--- src/rtl/math_pkg.sv ---
// Shared definitions for the math_* receive-path blocks: accumulator state
// encoding and width-generic saturation / sign-extension helpers.
package math_pkg;

  typedef enum logic {
    IDLE = 1'b0,
    RUN  = 1'b1
  } acc_state_t;

  // Largest signed value representable in w bits (low w bits of the result).
  function automatic logic [63:0] sat_max(input int unsigned w);
    sat_max = (64'd1 << (w - 1)) - 64'd1;
  endfunction

  // Smallest signed value representable in w bits (low w bits of the result).
  function automatic logic [63:0] sat_min(input int unsigned w);
    sat_min = ~sat_max(w);
  endfunction

  // Replicate bit w-1 of v into all higher bit positions.
  function automatic logic [63:0] sext(input logic [63:0] v, input int unsigned w);
    logic [63:0] r;
    r = v;
    for (int unsigned i = 0; i < 64; i++) begin
      if (i >= w) r[i] = v[w - 1];
    end
    return r;
  endfunction

endpackage

--- src/rtl/math_sat_add.sv ---
// Combinational signed W-bit adder with overflow flag.
// Build option MATH_ACC_SAT_EN: clamp the sum to the signed range on overflow;
// without it the sum wraps (two's complement) and only the flag is produced.
module math_sat_add
  import math_pkg::*;
#(
  parameter int unsigned W = 24
) (
  input  logic [W-1:0] a_i,
  input  logic [W-1:0] b_i,
  output logic [W-1:0] sum_o,
  output logic         ovf_o
);

  logic [W-1:0] raw;

  // Overflow: operands share a sign that the raw result does not.
  always_comb begin
    raw   = a_i + b_i;
    ovf_o = (a_i[W-1] == b_i[W-1]) && (raw[W-1] != a_i[W-1]);
    sum_o = raw;
`ifdef MATH_ACC_SAT_EN
    if (ovf_o) begin
      sum_o = a_i[W-1] ? W'(sat_min(W)) : W'(sat_max(W));
    end
`endif
  end

endmodule

--- src/rtl/math_acc_dump.sv ---
// Signed integrate-and-dump accumulator fed by the math_add_fab sum stream.
// Integrates len+1 samples (or until dump) and emits one registered block sum
// with sample count and overflow flag.
// Build option MATH_ACC_SAT_EN: saturate the accumulator instead of wrapping.
module math_acc_dump
  import math_pkg::*;
#(
  parameter int unsigned WIDTH     = 16,
  parameter int unsigned ACC_WIDTH = 24,
  parameter int unsigned CNT_WIDTH = 8
) (
  input  logic                 clk,
  input  logic                 rst_n,
  input  logic                 ena,
  input  logic                 din_valid,
  input  logic [WIDTH-1:0]     din,
  input  logic [CNT_WIDTH-1:0] len,
  input  logic                 dump,
  output logic [ACC_WIDTH-1:0] dout,
  output logic [CNT_WIDTH-1:0] dout_cnt,
  output logic                 dout_valid,
  output logic                 ovf,
  output logic                 busy
);

  acc_state_t           state_q, state_d;
  logic [ACC_WIDTH-1:0] acc_q, acc_d;
  logic [CNT_WIDTH-1:0] cnt_q, cnt_d;
  logic [CNT_WIDTH-1:0] len_q, len_d;
  logic                 ovf_q, ovf_d;
  logic                 end_blk;

  logic [ACC_WIDTH-1:0] dout_q;
  logic [CNT_WIDTH-1:0] dout_cnt_q;
  logic                 dout_valid_q;
  logic                 dout_ovf_q;
  logic                 busy_q;

  logic [ACC_WIDTH-1:0] din_ext;
  logic [ACC_WIDTH-1:0] add_sum;
  logic                 add_ovf;

  assign din_ext = ACC_WIDTH'(sext(64'(din), WIDTH));

  math_sat_add #(
    .W(ACC_WIDTH)
  ) u_add (
    .a_i  (acc_q),
    .b_i  (din_ext),
    .sum_o(add_sum),
    .ovf_o(add_ovf)
  );

  // Next-state: the first sample of a block is loaded (never added), later
  // samples accumulate; end of block is decided on post-update values.
  always_comb begin
    state_d = state_q;
    acc_d   = acc_q;
    cnt_d   = cnt_q;
    len_d   = len_q;
    ovf_d   = ovf_q;
    end_blk = 1'b0;
    if (ena) begin
      if (state_q == IDLE) begin
        if (din_valid) begin
          acc_d   = din_ext;
          cnt_d   = '0;
          len_d   = len;
          ovf_d   = 1'b0;
          end_blk = (len == '0) || dump;
          state_d = end_blk ? IDLE : RUN;
        end
      end else begin
        if (din_valid) begin
          acc_d   = add_sum;
          cnt_d   = cnt_q + 1'b1;
          ovf_d   = ovf_q | add_ovf;
          end_blk = (cnt_d == len_q) || dump;
        end else begin
          end_blk = dump;
        end
        if (end_blk) state_d = IDLE;
      end
    end
  end

  // State, accumulator and registered outputs; output fields hold between dumps.
  always_ff @(posedge clk or negedge rst_n) begin
    if (!rst_n) begin
      state_q      <= IDLE;
      acc_q        <= '0;
      cnt_q        <= '0;
      len_q        <= '0;
      ovf_q        <= 1'b0;
      dout_q       <= '0;
      dout_cnt_q   <= '0;
      dout_valid_q <= 1'b0;
      dout_ovf_q   <= 1'b0;
      busy_q       <= 1'b0;
    end else begin
      state_q      <= state_d;
      acc_q        <= acc_d;
      cnt_q        <= cnt_d;
      len_q        <= len_d;
      ovf_q        <= ovf_d;
      busy_q       <= (state_d == RUN);
      dout_valid_q <= end_blk;
      if (end_blk) begin
        dout_q     <= acc_d;
        dout_cnt_q <= cnt_d;
        dout_ovf_q <= ovf_d;
      end
    end
  end

  assign dout       = dout_q;
  assign dout_cnt   = dout_cnt_q;
  assign dout_valid = dout_valid_q;
  assign ovf        = dout_ovf_q;
  assign busy       = busy_q;

endmodule

--- config.mk ---
export PLATFORM = sky130hd
export DESIGN_NAME = math_acc_dump
export DESIGN_NICKNAME = d
export VERILOG_FILES = /design/src/rtl/math_pkg.sv /design/src/rtl/math_sat_add.sv /design/src/rtl/math_acc_dump.sv
export SDC_FILE = /design/constraint.sdc
export NUM_CORES = 1
export LEC_CHECK = 0
export CORE_MARGIN = 1
export CORE_UTILIZATION = 56
export DETAILED_ROUTE_END_ITERATION = 16
export PLACE_DENSITY = 0.82
export SYNTH_ARGS = -nofsm -noshare
export SYNTH_HDL_FRONTEND = slang
export SYNTH_SLANG_ARGS = --single-unit
--- constraint.sdc ---
create_clock -name clk -period 3.34 [get_ports clk]
set_input_delay 0.501 -clock clk [delete_from_list [all_inputs] [get_ports clk]]
set_output_delay 0.501 -clock clk [all_outputs]
set_load 0.005 [all_outputs]
==> flow_summary.json, run 1 <==
{
  "peakVddDrop_mv": 0.4207,
  "finClkSkew_ns": 0.008905,
  "yosysWarningCount": 0,
  "initial_utilization": 0.5781,
  "rsz0062_at_grt": "false",
  "async_flop_share": 1.000,
  "synth_seq_cells": 76,
  "path_class": "primary input to flip-flop",
  "globalplace.congestion": 0.9582,
  "postCtsHoldBufs": 0,
  "fin_nets": 650,
  "netlist_area_um2": 5017,
  "post_cts_buffers": 0,
  "power.density_nw_per_um2": 672.3,
  "final_hold_viol_count": 0,
  "synth_compound_area_frac": 0.1910,
  "hold_path.class": "primary input to async pin",
  "vias": 4420,
  "start_kind": "primary input",
  "synth_cell_types": 69,
  "synth.area.top_cells": "dfrtp_1 38%, ha_1 6.2%, mux2_4 5.1%, o21ai_0 3.8%, a21oi_1 3.5%",
  "met3_length_um": 848,
  "worstMarginPinSlew_ns": 0.9479,
  "drc": 0,
  "synth_mux_area_frac": 0.1025,
  "multi_input_area_um2": 2922,
  "end_kind": "flip-flop",
  "viasPerCell": 6.243,
  "cts_buffers": 9,
  "synthFlopType": "dfrtp_1",
  "clk_latency_ns": 0.36,
  "fp-row-count": 34,
  "drive_gt1_frac": 0.1267,
  "wl_met2_um": 5982,
  "setup_slack_ns": 0.3502,
  "drt_iter0_drc": 384,
  "fin_crit_ns": 2.990,
  "diodes": 0,
  "crit_fanout": 12,
  "required_ns": 3.58,
  "finalWirelength_um": 12850,
  "cts_tree": "done",
  "antenna_left": 0,
  "setup_viol": 0,
  "post-dp-hpwl_um": 9398,
  "grt_pass1_vias": 4341,
  "syn_avg_cell_area_um2": 9.521,
  "dp_slack_ns": 0.007319,
  "power_w": 0.004006,
  "htreeDepth": 3,
  "core_um2": 8678,
  "wl_per_cell_um": 18.14,
  "track_usage": 0.2836,
  "reg2reg_from": "cnt_q[0]$_DFF_PN0_",
  "grt_max_degree": 77,
  "synth_top_area_frac": 0.3791,
  "cts.path.max_buffers": 2,
  "reg2regPathDepth": 9,
  "synth_top_family_by_area": "compound AO/OA/AOI/OAI gates",
  "dp.cells": 692,
  "whs_ns": 0.2775,
  "ys_seq_area_frac": 0.3791,
  "netlist.top_cell.by_area": "dfrtp_1",
  "wl_met1_um": 5696,
  "yosysMostFrequentCell": "dfrtp_1",
  "cts-root-buf": "clkbuf_8",
  "arrival_ns": 3.23,
  "nFillCells": 682,
  "regToRegSetupSlack_ns": 0.35,
  "synth_enable_flop_cells": 0,
  "clk_transition_reported_paths_ns": 0.09,
  "postSynthCellCount": 527,
  "tns_ns": 0,
  "drv_slew": 0,
  "io_buffers": 63,
  "maxCapViolations": 0,
  "ioPinCount": 64,
  "reg2reg_to": "dout[18]$_DFFE_PN0P_",
  "relSlewSlack": 0.3681,
  "yosys-top-cells-count": "76 x dfrtp_1, 44 x nand2_1, 38 x o21ai_0",
  "die_h_um": 96.66,
  "synth_nets": 582,
  "period_share": 0.8951,
  "synth_xor_area_frac": 0.03516,
  "final_cells": 708,
  "synthAdderAreaFrac": 0.06633,
  "firstDrtPassIters": 5,
  "cts.sink_count": 76,
  "antenna_found_initial": 0,
  "die_w_um": 96.66,
  "yosys.area_share.simple": 0.1873,
  "p_leak_nw": 2.645,
  "overflow": 0,
  "die_area_um2": 9342,
  "grt_pass1_wl_um": 21360,
  "top_layer": "met4",
  "syn2layout_area_growth_pct": 18.75,
  "fmax_mhz": 334.5,
  "outcome": "completed",
  "regArea_um2": 1902,
  "cts_resized": 0
}
-- layout make-up --
class | count | area share
sequential | 76 | 0.3192
timing repair buffer | 80 | 0.1268
tap | 108 | 0.02268
multi-input combinational | 412 | 0.4903
clock buffer | 9 | 0.02079
clock inverter | 7 | 0.009240
inverter | 16 | 0.01092
-- critical path: stages --
cell and delay, ns:
clkdlybuf4s50_1 0.68, ha_1 0.55, a21oi_1 0.29, o21ai_0 0.20, nor4_1 0.26, nand3_1 0.13, a211oi_1 0.23, nor3_1 0.09
mux2_1 0.30
-- through the flow --
stage	util	cell area [um2]
2_1_floorplan	-	5017
3_3_place_gp	0.6659	5779
3_5_place_dp	0.6659	5779
4_1_cts	0.6866	5958
5_1_grt	0.6866	5958
6_report	0.6866	5958
-- flip-flops by register name (all words and copies together), names as in the netlist --
register,count
len_q,8
acc_q,24
ovf_q,1
cnt_q,8
dout,24
busy,1
ovf,1
dout_cnt,8
dout_valid,1
-- power breakdown --
group | leakage, nW | switching, W | total, W | internal, W
Sequential | 0.937 | 0.000209 | 0.00142 | 0.00121
Clock | 0.0923 | 0.000386 | 0.000667 | 0.000280
Combinational | 1.62 | 0.000925 | 0.00192 | 0.000990
-- routing by layer --
| metal | global-route usage | up-vias |
|---|---|---|
| met5 | 0 | - |
| met4 | 0.1079 | 0 |
| met3 | 0.03974 | 28 |
| met2 | 0.4458 | 194 |
| met1 | 0.3987 | 2112 |
| li1 | - | 2086 |
-- how the worst max path moves through the flow --
stage                             startpoint                       to  cells after the start
after floorplan           cnt_q[0]$_DFF_PN0_      dout[0]$_DFFE_PN0P_                     10
after global placement               din[15]     dout[18]$_DFFE_PN0P_                      9
after detailed placement             din[15]     dout[18]$_DFFE_PN0P_                      9
after CTS                 cnt_q[0]$_DFF_PN0_  dout_cnt[0]$_DFFE_PN0P_                      9
after global routing                 din[15]     dout[18]$_DFFE_PN0P_                      9
final                                din[15]     dout[18]$_DFFE_PN0P_                      9
-- cell usage in the layout (no fill, tap or decap), drive strengths merged, types with 9 or more instances in the layout --
cell type       n
dfrtp          76
clkdlybuf4s50  62
nand2          44
o21ai          40
nor2           37
a21oi          35
mux2           32
nand3          27
ha             25
inv            19
buf            18
a21o           17
or3            11
nor3           11
a31oi          11
and3           11
xnor2          11
mux2i           9
clkbuf          9
-- cells by family (layout without fill, tap and decap cells) --
group | Yosys count | in the layout
compound gates | 150 | 150
xor+xnor | 18 | 18
mux | 41 | 41
flops | 76 | 76
fa+ha+maj | 26 | 26
simple gates | 177 | 177
buf+inv | 39 | 112
No activity file was read; power rests on OpenSTA's default activity.
==> inputs of run 2 (changes only) <==
- SYNTH_HIERARCHICAL: default -> 1
==> run 2 against run 1 <==
Effect of this change:
- power down 0.65%
- clock power increased by 10%
- critical path depth increased by 3
- sequential power is essentially flat
- utilization grew 2.1 points
- worst hold slack improved by 0.032 ns
- via count shrank 13%
==> flow_summary.json, run 2 <==
{
  "period_share": 0.9541,
  "cp.depth": 12,
  "grt_pass1_wl_um": 17970,
  "post-dp-hpwl_um": 7643,
  "fp-row-count": 33,
  "fin_util": 0.7078,
  "reg2reg_from": "acc_q[0]$_DFF_PN0_",
  "drc": 0,
  "power_w": 0.003980,
  "synthFlopType": "dfrtp_1",
  "cts_resized": 0,
  "cp_slowest_stage_delay_ns": 0.43,
  "maxCapViolations": 0,
  "drv_slew": 0,
  "yosysMostFrequentCell": "dfrtp_1",
  "crit_fanout": 3,
  "clk_latency_ns": 0.35,
  "antenna_left": 0,
  "diodes": 0,
  "grt_max_degree": 77,
  "core_um2": 8217,
  "setup_viol": 0,
  "peakVddDrop_mv": 0.3346,
  "viasPerCell": 5.737,
  "initial_utilization": 0.5797,
  "cts.sink_count": 76,
  "cts_tree": "done",
  "finClkSkew_ns": 0.009931,
  "fmax_mhz": 313.8,
  "cts-root-buf": "clkbuf_8",
  "syn2layout_area_growth_pct": 22.09,
  "regToRegSetupSlack_ns": 0.34,
  "wl_per_cell_um": 15.96,
  "globalplace.congestion": 0.8752,
  "syn_avg_cell_area_um2": 9.801,
  "ys_seq_area_frac": 0.3993,
  "postSynthCellCount": 486,
  "reg2regPathDepth": 11,
  "synth_cell_types": 54,
  "fin_nets": 618,
  "finalWirelength_um": 10740,
  "synth_nets": 541,
  "worst-path-buf-inv": 1,
  "whs_ns": 0.3091,
  "synth.area.top_cells": "dfrtp_1 40%, mux2_4 9.1%, ha_1 6.6%, nand2_1 5.9%, o21ai_0 4.4%",
  "die_h_um": 94.23,
  "p_leak_nw": 2.695,
  "outcome": "completed",
  "track_usage": 0.2598,
  "final_common_cell": "dfrtp_1",
  "power.density_nw_per_um2": 684.3,
  "netlist_area_um2": 4763,
  "htreeDepth": 3,
  "reg2reg_to": "dout[20]$_DFFE_PN0P_",
  "postCtsHoldBufs": 0,
  "firstDrtPassIters": 5,
  "start_kind": "primary input",
  "drive_gt1_frac": 0.1408,
  "required_ns": 3.57,
  "end_kind": "flip-flop",
  "synth_top_area_frac": 0.3993,
  "arrival_ns": 3.42,
  "synth_seq_cells": 76,
  "path_class": "primary input to flip-flop",
  "die_w_um": 94.23,
  "relSlewSlack": 0.3588,
  "synth_enable_flop_cells": 0,
  "crit_path_cell_trace": "clkdlybuf4s50_1, ha_1, fa_1, a21o_1, a221oi_4, o31a_1, nand2_1, a221oi_1, xnor2_1, a21oi_1, o21ai_0, mux2_4",
  "most-common-layout-cells": "76 x dfrtp_1, 75 x nand2_1, 62 x clkdlybuf4s50_1",
  "grt_pass1_vias": 3840,
  "cts.path.max_buffers": 2,
  "fin_crit_ns": 3.187,
  "clk_transition_reported_paths_ns": 0.08,
  "cts_buffers": 9,
  "io_buffers": 63,
  "die_area_um2": 8878,
  "crit_start": "din[0]",
  "post_cts_buffers": 0,
  "crit_path_top_delay_cell": "clkdlybuf4s50_1",
  "yosysWarningCount": 6,
  "hold_path.class": "primary input to async pin",
  "antenna_found_initial": 0,
  "endpoint": "dout[20]$_DFFE_PN0P_",
  "vias": 3861,
  "overflow": 0,
  "yosys-top-cells-count": "76 x dfrtp_1, 75 x nand2_1, 42 x o21ai_0",
  "worstMarginPinSlew_ns": 0.9618,
  "drt_iter0_drc": 154,
  "netlist.top_cell.by_area": "dfrtp_1",
  "final_hold_viol_count": 0,
  "crit_family": "compound AO/OA/AOI/OAI gates",
  "async_flop_share": 1.000,
  "rsz0062_at_grt": "false",
  "ioPinCount": 64
}
==> run 2: cell types whose count changed in the layout (fill, tap and decap cells not counted), sizes merged, moves of 5 or more <==
cell and change:
a31oi -6, o22ai -6, or3 -10, and3 -8
mux2i +8, a21o -8, buf +8, nor2 -19
nand3 -14, xnor2 +11, nand2 +31, inv -5
==> run 2: final cells by class <==
cell class,instances,area (um2)
clock buffers,10,137.6
clock inverters,6,71.32
fillers,629,2401
inverters,13,48.80
multi-input cells,375,2709
flip-flops and latches,76,1902
well taps,105,131.4
repair buffers,88,815.8
==> run 2: worst min-delay path by stage <==
| stage | depth (start not counted) | from | slack [ns] | end |
|---|---|---|---|---|
| after detailed placement | 1 | dout[2]$_DFFE_PN0P_ | 0.49 | dout[2]$_DFFE_PN0P_ |
| after CTS | 1 | rst_n | 0.33 | acc_q[3]$_DFF_PN0_ |
| after global routing | 1 | rst_n | 0.36 | dout[1]$_DFFE_PN0P_ |
| after floorplan | 0 | rst_n | 0.21 | acc_q[0]$_DFF_PN0_ |
| after global placement | 2 | len_q[6]$_DFFE_PN0P_ | 0.49 | len_q[6]$_DFFE_PN0P_ |
| final | 1 | rst_n | 0.31 | dout[1]$_DFFE_PN0P_ |
==> run 2: worst register-to-register path, stage by stage (launching register included) <==
cell,delay [ns]
dfrtp_1,0.39
ha_1,0.23
fa_1,0.38
a21o_1,0.22
a221oi_4,0.29
o31a_1,0.26
nand2_1,0.12
a221oi_1,0.34
xnor2_1,0.10
a21oi_1,0.16
o21ai_0,0.12
mux2_4,0.28
==> run 2: per-stage QoR <==
step           cell area [um2]  TNS [ns]  std cells  setup slack (ns)
6_report                  5816         0        673            0.1534
3_5_place_dp              5595    -1.110        657           -0.2161
2_1_floorplan             4763         0        486            0.5020
4_1_cts                   5804         0        673            0.1654
3_3_place_gp              5595   -0.6785        657           -0.1513
5_1_grt                   5816         0        673           0.05281
==> run 2: routing by layer <==
layer / GRT usage / vias up / routed length, um
met4: 0.08462 / 0 / 125
li1: - / 1896 / -
met1: 0.3494 / 1871 / 5071
met3: 0.05825 / 10 / 448
met2: 0.4130 / 84 / 5096
met5: 0 / - / 0
==> run 2: cell families (layout without fill, tap and decap cells) <==
group	count (synthesis)	in the layout	share of synthesized area
flip-flops	76	76	0.3993
adder cells (fa/ha/maj)	26	26	0.06987
multiplexers	50	50	0.1366
XOR/XNOR	33	33	0.06068
AO/OA/AOI/OAI	127	127	0.1697
buffers and inverters	35	117	0.03441
AND/OR/NAND/NOR	139	139	0.1295
==> run 2: where the power goes <==
group / total (W) / switching, W / leakage [nW] / internal (W)
sequential: 0.00141 / 0.000212 / 0.960 / 0.00120
combinational: 0.00183 / 0.000815 / 1.64 / 0.00102
clock: 0.000735 / 0.000364 / 0.0991 / 0.000371
total: 0.00398 / 0.00139 / 2.70 / 0.00259
